File: config.mk
export PLATFORM = sky130hd
export DESIGN_NAME = z_seq_monitor
export DESIGN_NICKNAME = d
export VERILOG_FILES = /design/src/rtl/z_seq_monitor.sv
export SDC_FILE = /design/constraint.sdc
export NUM_CORES = 1
export LEC_CHECK = 0
export CORE_MARGIN = 4
export CORE_UTILIZATION = 41
export DETAILED_ROUTE_END_ITERATION = 16
export GPL_TIMING_DRIVEN = 0
export PLACE_DENSITY = 0.72
export RECOVER_POWER = 50
export SLEW_MARGIN = 30
export SYNTH_ARGS = -nofsm -noshare
export SYNTH_HDL_FRONTEND = slang
export SYNTH_SLANG_ARGS = --single-unit
File: constraint.sdc
create_clock -name clk -period 1.5 [get_ports clk]
set_input_delay 0.3 -clock clk [delete_from_list [all_inputs] [get_ports clk]]
set_output_delay 0.3 -clock clk [all_outputs]
set_load 0.02 [all_outputs]
File: src/rtl/z_seq_monitor.sv
// ---------------------------------------------------------------------------
// z_seq_monitor
//
// Purpose:
//   Watches the serial z output of an upstream sequential circuit and detects
//   the bit pattern 1011. Bits are sampled only on cycles where z_valid is
//   high. Each completed pattern produces a registered one-cycle det pulse.
//   A saturating counter tallies the detections.
//
// Configuration macro:
//   Z_SEQ_OVERLAP_EN
//     Defined   : after a match the FSM moves to S1. The trailing 1 can then
//                 start the next pattern, so overlapping matches are seen.
//     Undefined : after a match the FSM returns to IDLE (no overlap).
//
// Parameters:
//   CNT_W    width of the detection counter (legal range 2..16)
//
// Ports:
//   clk      in   single clock, rising-edge active
//   rst_n    in   asynchronous active-low reset
//   z_in     in   serial bit under observation
//   z_valid  in   qualifier; z_in is sampled only when high
//   clr      in   synchronous clear of det_cnt and cnt_sat
//   det      out  one-cycle pulse following the edge that completed 1011
//   det_cnt  out  detections since reset/clr, saturating at 2^CNT_W-1
//   cnt_sat  out  high while det_cnt is at its maximum value
//   state    out  current FSM state (IDLE=0, S1=1, S10=2, S101=3)
// ---------------------------------------------------------------------------
module z_seq_monitor #(
    parameter int CNT_W = 8
) (
    input  logic             clk,
    input  logic             rst_n,
    input  logic             z_in,
    input  logic             z_valid,
    input  logic             clr,
    output logic             det,
    output logic [CNT_W-1:0] det_cnt,
    output logic             cnt_sat,
    output logic [1:0]       state
);

    typedef enum logic [1:0] {
        IDLE = 2'd0,
        S1   = 2'd1,
        S10  = 2'd2,
        S101 = 2'd3
    } state_t;

    localparam logic [CNT_W-1:0] CNT_MAX = '1;

    state_t           r_state;
    state_t           w_next_state;
    logic             w_match;
    logic             r_det;
    logic [CNT_W-1:0] r_cnt;
    logic [CNT_W-1:0] w_cnt_next;
    logic             r_sat;

    // State register.
    always_ff @(posedge clk or negedge rst_n) begin
        if (!rst_n) begin
            r_state <= IDLE;
        end else begin
            r_state <= w_next_state;
        end
    end

    // Next-state logic. Without a valid bit the state simply holds.
    always_comb begin
        w_next_state = r_state;
        w_match      = 1'b0;
        if (z_valid) begin
            case (r_state)
                IDLE: w_next_state = z_in ? S1 : IDLE;
                S1:   w_next_state = z_in ? S1 : S10;
                S10:  w_next_state = z_in ? S101 : IDLE;
                S101: begin
                    if (z_in) begin
                        w_match = 1'b1;
`ifdef Z_SEQ_OVERLAP_EN
                        // The completing 1 doubles as the first bit of the next pattern.
                        w_next_state = S1;
`else
                        w_next_state = IDLE;
`endif
                    end else begin
                        // "10" is still a valid prefix after 1010.
                        w_next_state = S10;
                    end
                end
                default: w_next_state = IDLE;
            endcase
        end
    end

    // Counter next value: clr wins over a simultaneous match, and the
    // count sticks at its maximum instead of wrapping.
    always_comb begin
        w_cnt_next = r_cnt;
        if (clr) begin
            w_cnt_next = '0;
        end else if (w_match && (r_cnt != CNT_MAX)) begin
            w_cnt_next = r_cnt + 1'b1;
        end
    end

    // Registered detection pulse. This register is independent of clr.
    always_ff @(posedge clk or negedge rst_n) begin
        if (!rst_n) begin
            r_det <= 1'b0;
        end else begin
            r_det <= w_match;
        end
    end

    // Counter and saturation flag. Both registers update on the same edge,
    // so cnt_sat always agrees with det_cnt.
    always_ff @(posedge clk or negedge rst_n) begin
        if (!rst_n) begin
            r_cnt <= '0;
            r_sat <= 1'b0;
        end else begin
            r_cnt <= w_cnt_next;
            r_sat <= (w_cnt_next == CNT_MAX);
        end
    end

    assign det     = r_det;
    assign det_cnt = r_cnt;
    assign cnt_sat = r_sat;
    assign state   = r_state;

endmodule

==> results of run 1 <==
## flip-flops by register name (all words and copies together), names as in the netlist
signal,cells
det_cnt,8
cnt_sat,1
state,2
det,1
## report_power, final
part	total (uW)	switching, uW	internal (uW)
Clock	196	103	93.0
Combinational	58.7	36.4	22.3
Sequential	345	12.6	332
Total	600	152	448
## final cells by class
class                   count  area, um^2  share of cell area [%]
flip-flops and latches     12       311.5                   32.68
well taps                  16       20.02                   2.100
repair buffers             20       178.9                   18.77
inverters                   3       16.27                   1.706
multi-input cells          49       400.4                   41.99
plain buffers               1       3.754                  0.3937
clock buffers               3       22.52                   2.362
## metrics by stage
| step | instance area (um^2) | TNS (ns) |
|---|---|---|
| 2_1_floorplan | 695.7 | 0 |
| 3_3_place_gp | 865.8 | -2.726 |
| 3_5_place_dp | 865.8 | -2.919 |
| 4_1_cts | 890.9 | -0.01730 |
| 5_1_grt | 953.4 | -0.2358 |
| 6_report | 953.4 | -0.04642 |
## cells in the mapped netlist, drive strengths merged
cell / instances / share of area (%)
dfrtp: 12 / 45
nand2: 8 / 4.5
nor2: 8 / 4.5
nand3: 4 / 3.0
a211oi: 3 / 4.1
mux2: 3 / 5.1
nor2b: 3 / 2.8
o21ai: 3 / 2.3
inv: 2 / 1.1
mux2i: 2 / 3.0
nand4: 2 / 6.4
nor4: 2 / 2.8
a21oi: 1 / 0.75
a41o: 1 / 1.5
a41oi: 1 / 1.3
and2: 1 / 0.94
and3: 1 / 1.1
buf: 1 / 0.56
clkinv: 1 / 1.3
ha: 1 / 1.9
nand2b: 1 / 0.94
nor3: 1 / 0.75
o2111ai: 1 / 1.3
o21a: 1 / 1.1
o21ba: 1 / 1.5
## critical path, delay by kind of cell, from the launching register on
family                   cells  cell delay, ns
AO/OA/AOI/OAI                2            0.23
adder cells (fa/ha/maj)      1            0.20
flip-flops                   1            0.46
AND/OR/NAND/NOR              3            0.56
## placed cells by master (no fill, tap or decap), types with 2 or more instances in the layout
master | netlist | final
nand4_4 | 2 | 2
nand2_1 | 8 | 7
inv_1 | 2 | 2
clkbuf_4 | 0 | 3
nor2b_1 | 3 | 3
mux2_2 | 3 | 2
nand3_1 | 4 | 4
dlygate4sd2_1 | 0 | 11
dfrtp_1 | 12 | 3
nor2_1 | 8 | 7
a211oi_2 | 1 | 2
dlymetal6s2s_1 | 0 | 2
buf_4 | 0 | 5
o21ai_0 | 3 | 3
dfrtp_2 | 0 | 9
## cell families after synthesis
family	count (synthesis)
flops	12
simple gates	31
fa+ha+maj	1
buf+inv	4
mux	5
compound gates	12
## per-layer routing
layer  GRT usage, %  vias up  part of all wire [%]
met2          21.35       14                    48
met1          20.63      277                    47
met4          8.065        0                   2.0
li1               -      285                     -
met5              0        -                     0
met3          3.321        4                   3.6
## timing repair
action / CTS / global route
hold buffers: 0 / 0
endpoints found under the setup margin: 16 / 6
pin swaps: 1 / 1
gates resized for setup: 14 / 10
setup buffers: 1 / 4
## path summary, 6_finish.rpt
check	cells past startpoint	start	to
max in group asynchronous	1	rst_n	state[0]$_DFFE_PN0P_
setup reg to reg	6	det_cnt[1]$_DFF_PN0_	cnt_sat$_DFF_PN0_
min in group asynchronous	1	rst_n	det_cnt[2]$_DFF_PN0_
hold / removal	2	clr	det_cnt[5]$_DFF_PN0_
hold reg to reg	2	state[1]$_DFFE_PN0P_	state[1]$_DFFE_PN0P_
setup / recovery	6	det_cnt[1]$_DFF_PN0_	cnt_sat$_DFF_PN0_
==> results.cfg, run 1 <==
[status]
status = finished, violations left
violations = setup timing

[synth]
avgSynthCellArea_um2 = 10.22
synth_mux_area_share_pct = 8.098
ys_types = 27
synth_fa_ha_area_share_pct = 1.883
syn_nets = 71
synth_area_um2 = 664.4
synth_simple_gate_area_share_pct = 27.87
synth_xor_area_share_pct = 0
ys_warn_count = 0
synth_top_family_by_area = simple AND/OR/NAND/NOR gates
synth-compound-area-share_pct = 13.94
ys_ff_latch = 12
ys_seq_area_share_pct = 45.20
synth_cells = 65

[final_layout]
fill_cells = 125
drive_above_1_share_pct = 37.50
stdcell_count = 104
area_growth_pct = 43.50
diodes = 0
final_util_pct = 62.56
final_nets = 96

[power_and_ir_drop]
powerDensity_nw_per_um2 = 629.4
power_uw = 600.1
vdd_drop_max_uv = 602.6
power_leakage_uw = 0.0004611

[floorplanning]
core_um2 = 1524
dieArea_um2 = 2329
fp.dieW_um = 48.26
start_util_pct = 43.60
std_cell_rows = 14
dieHeight_um = 48.26
io_pins = 17

[drt]
routed_via_density = 5.577
wl_mm = 1.474
via_count = 580
first_pass_iters = 4
wl_per_cell_um = 14.17
ant_nets = 0
first_iter_violations = 9
drc = 0

[worst_setup_path]
r2r_slack_ns = -0.05
start_kind = flip-flop
worstSetupEndpointType = flip-flop
crit_fanout = 7
required_ns = 1.68
critical_path_class = reg -> reg
cp.arrival_ns = 1.73
max_stage_delay_ns = 0.46
cp_cell_sequence = ha_4, nand2_2, a211oi_1, nor3_1, o2111ai_2, nor4_2
cp_slowest_cell = dfrtp_2

[clock_network]
insertion_delay_ns = 0.27
cts_buffers = 3
cts_root_buf = clkbuf_4
clockBufferDepth = 2
clk_pin_slew_ns = 0.07
h-tree-depth = 1
cts_tree = built
cts_sinks = 12

[sta]
worst_slack_ns = -0.04642
fmax_mhz = 646.7
rsz0062_at_grt = yes
slew_headroom_pct = 63.84
finalCritPeriodShare_pct = 103.1
setup_violations = 1
period_minus_slack_ns = 1.546
finalHoldViolCount = 0
skew_ns = 0.002231
worst_pin_slew_ns = 0.5406
whs_ns = 0.4297
drv_slew = 0

[global_route]
grt_pass1_vias = 534
grt_pass1_wl_mm = 2.359
antenna_found_initial = 0
grt_max_degree = 13
track_usage_pct = 14.90
gr-total-overflow = 0

[place]
hpwl_mm = 1.064
io_buffers = 15
place_inst = 96
place_congestion = 0.7700
dp_slack_ns = -0.4858

[worst_hold_path]
hold_path.class = in -> reg

[flow_run]
maxCapViolCount = 0
Note: power is estimated with default switching activity, not from simulation.
==> inputs of run 2 (changes only) <==
--- a/config.mk
+++ b/config.mk
@@ -5,6 +5,7 @@
 export SDC_FILE = /design/constraint.sdc
 export NUM_CORES = 1
 export LEC_CHECK = 0
+export ABC_CLOCK_PERIOD_IN_PS = 1500
 export CORE_MARGIN = 4
 export CORE_UTILIZATION = 41
 export DETAILED_ROUTE_END_ITERATION = 16
==> results of run 2 <==
The final DEF is identical to that of run 1; final timing and power are the same.
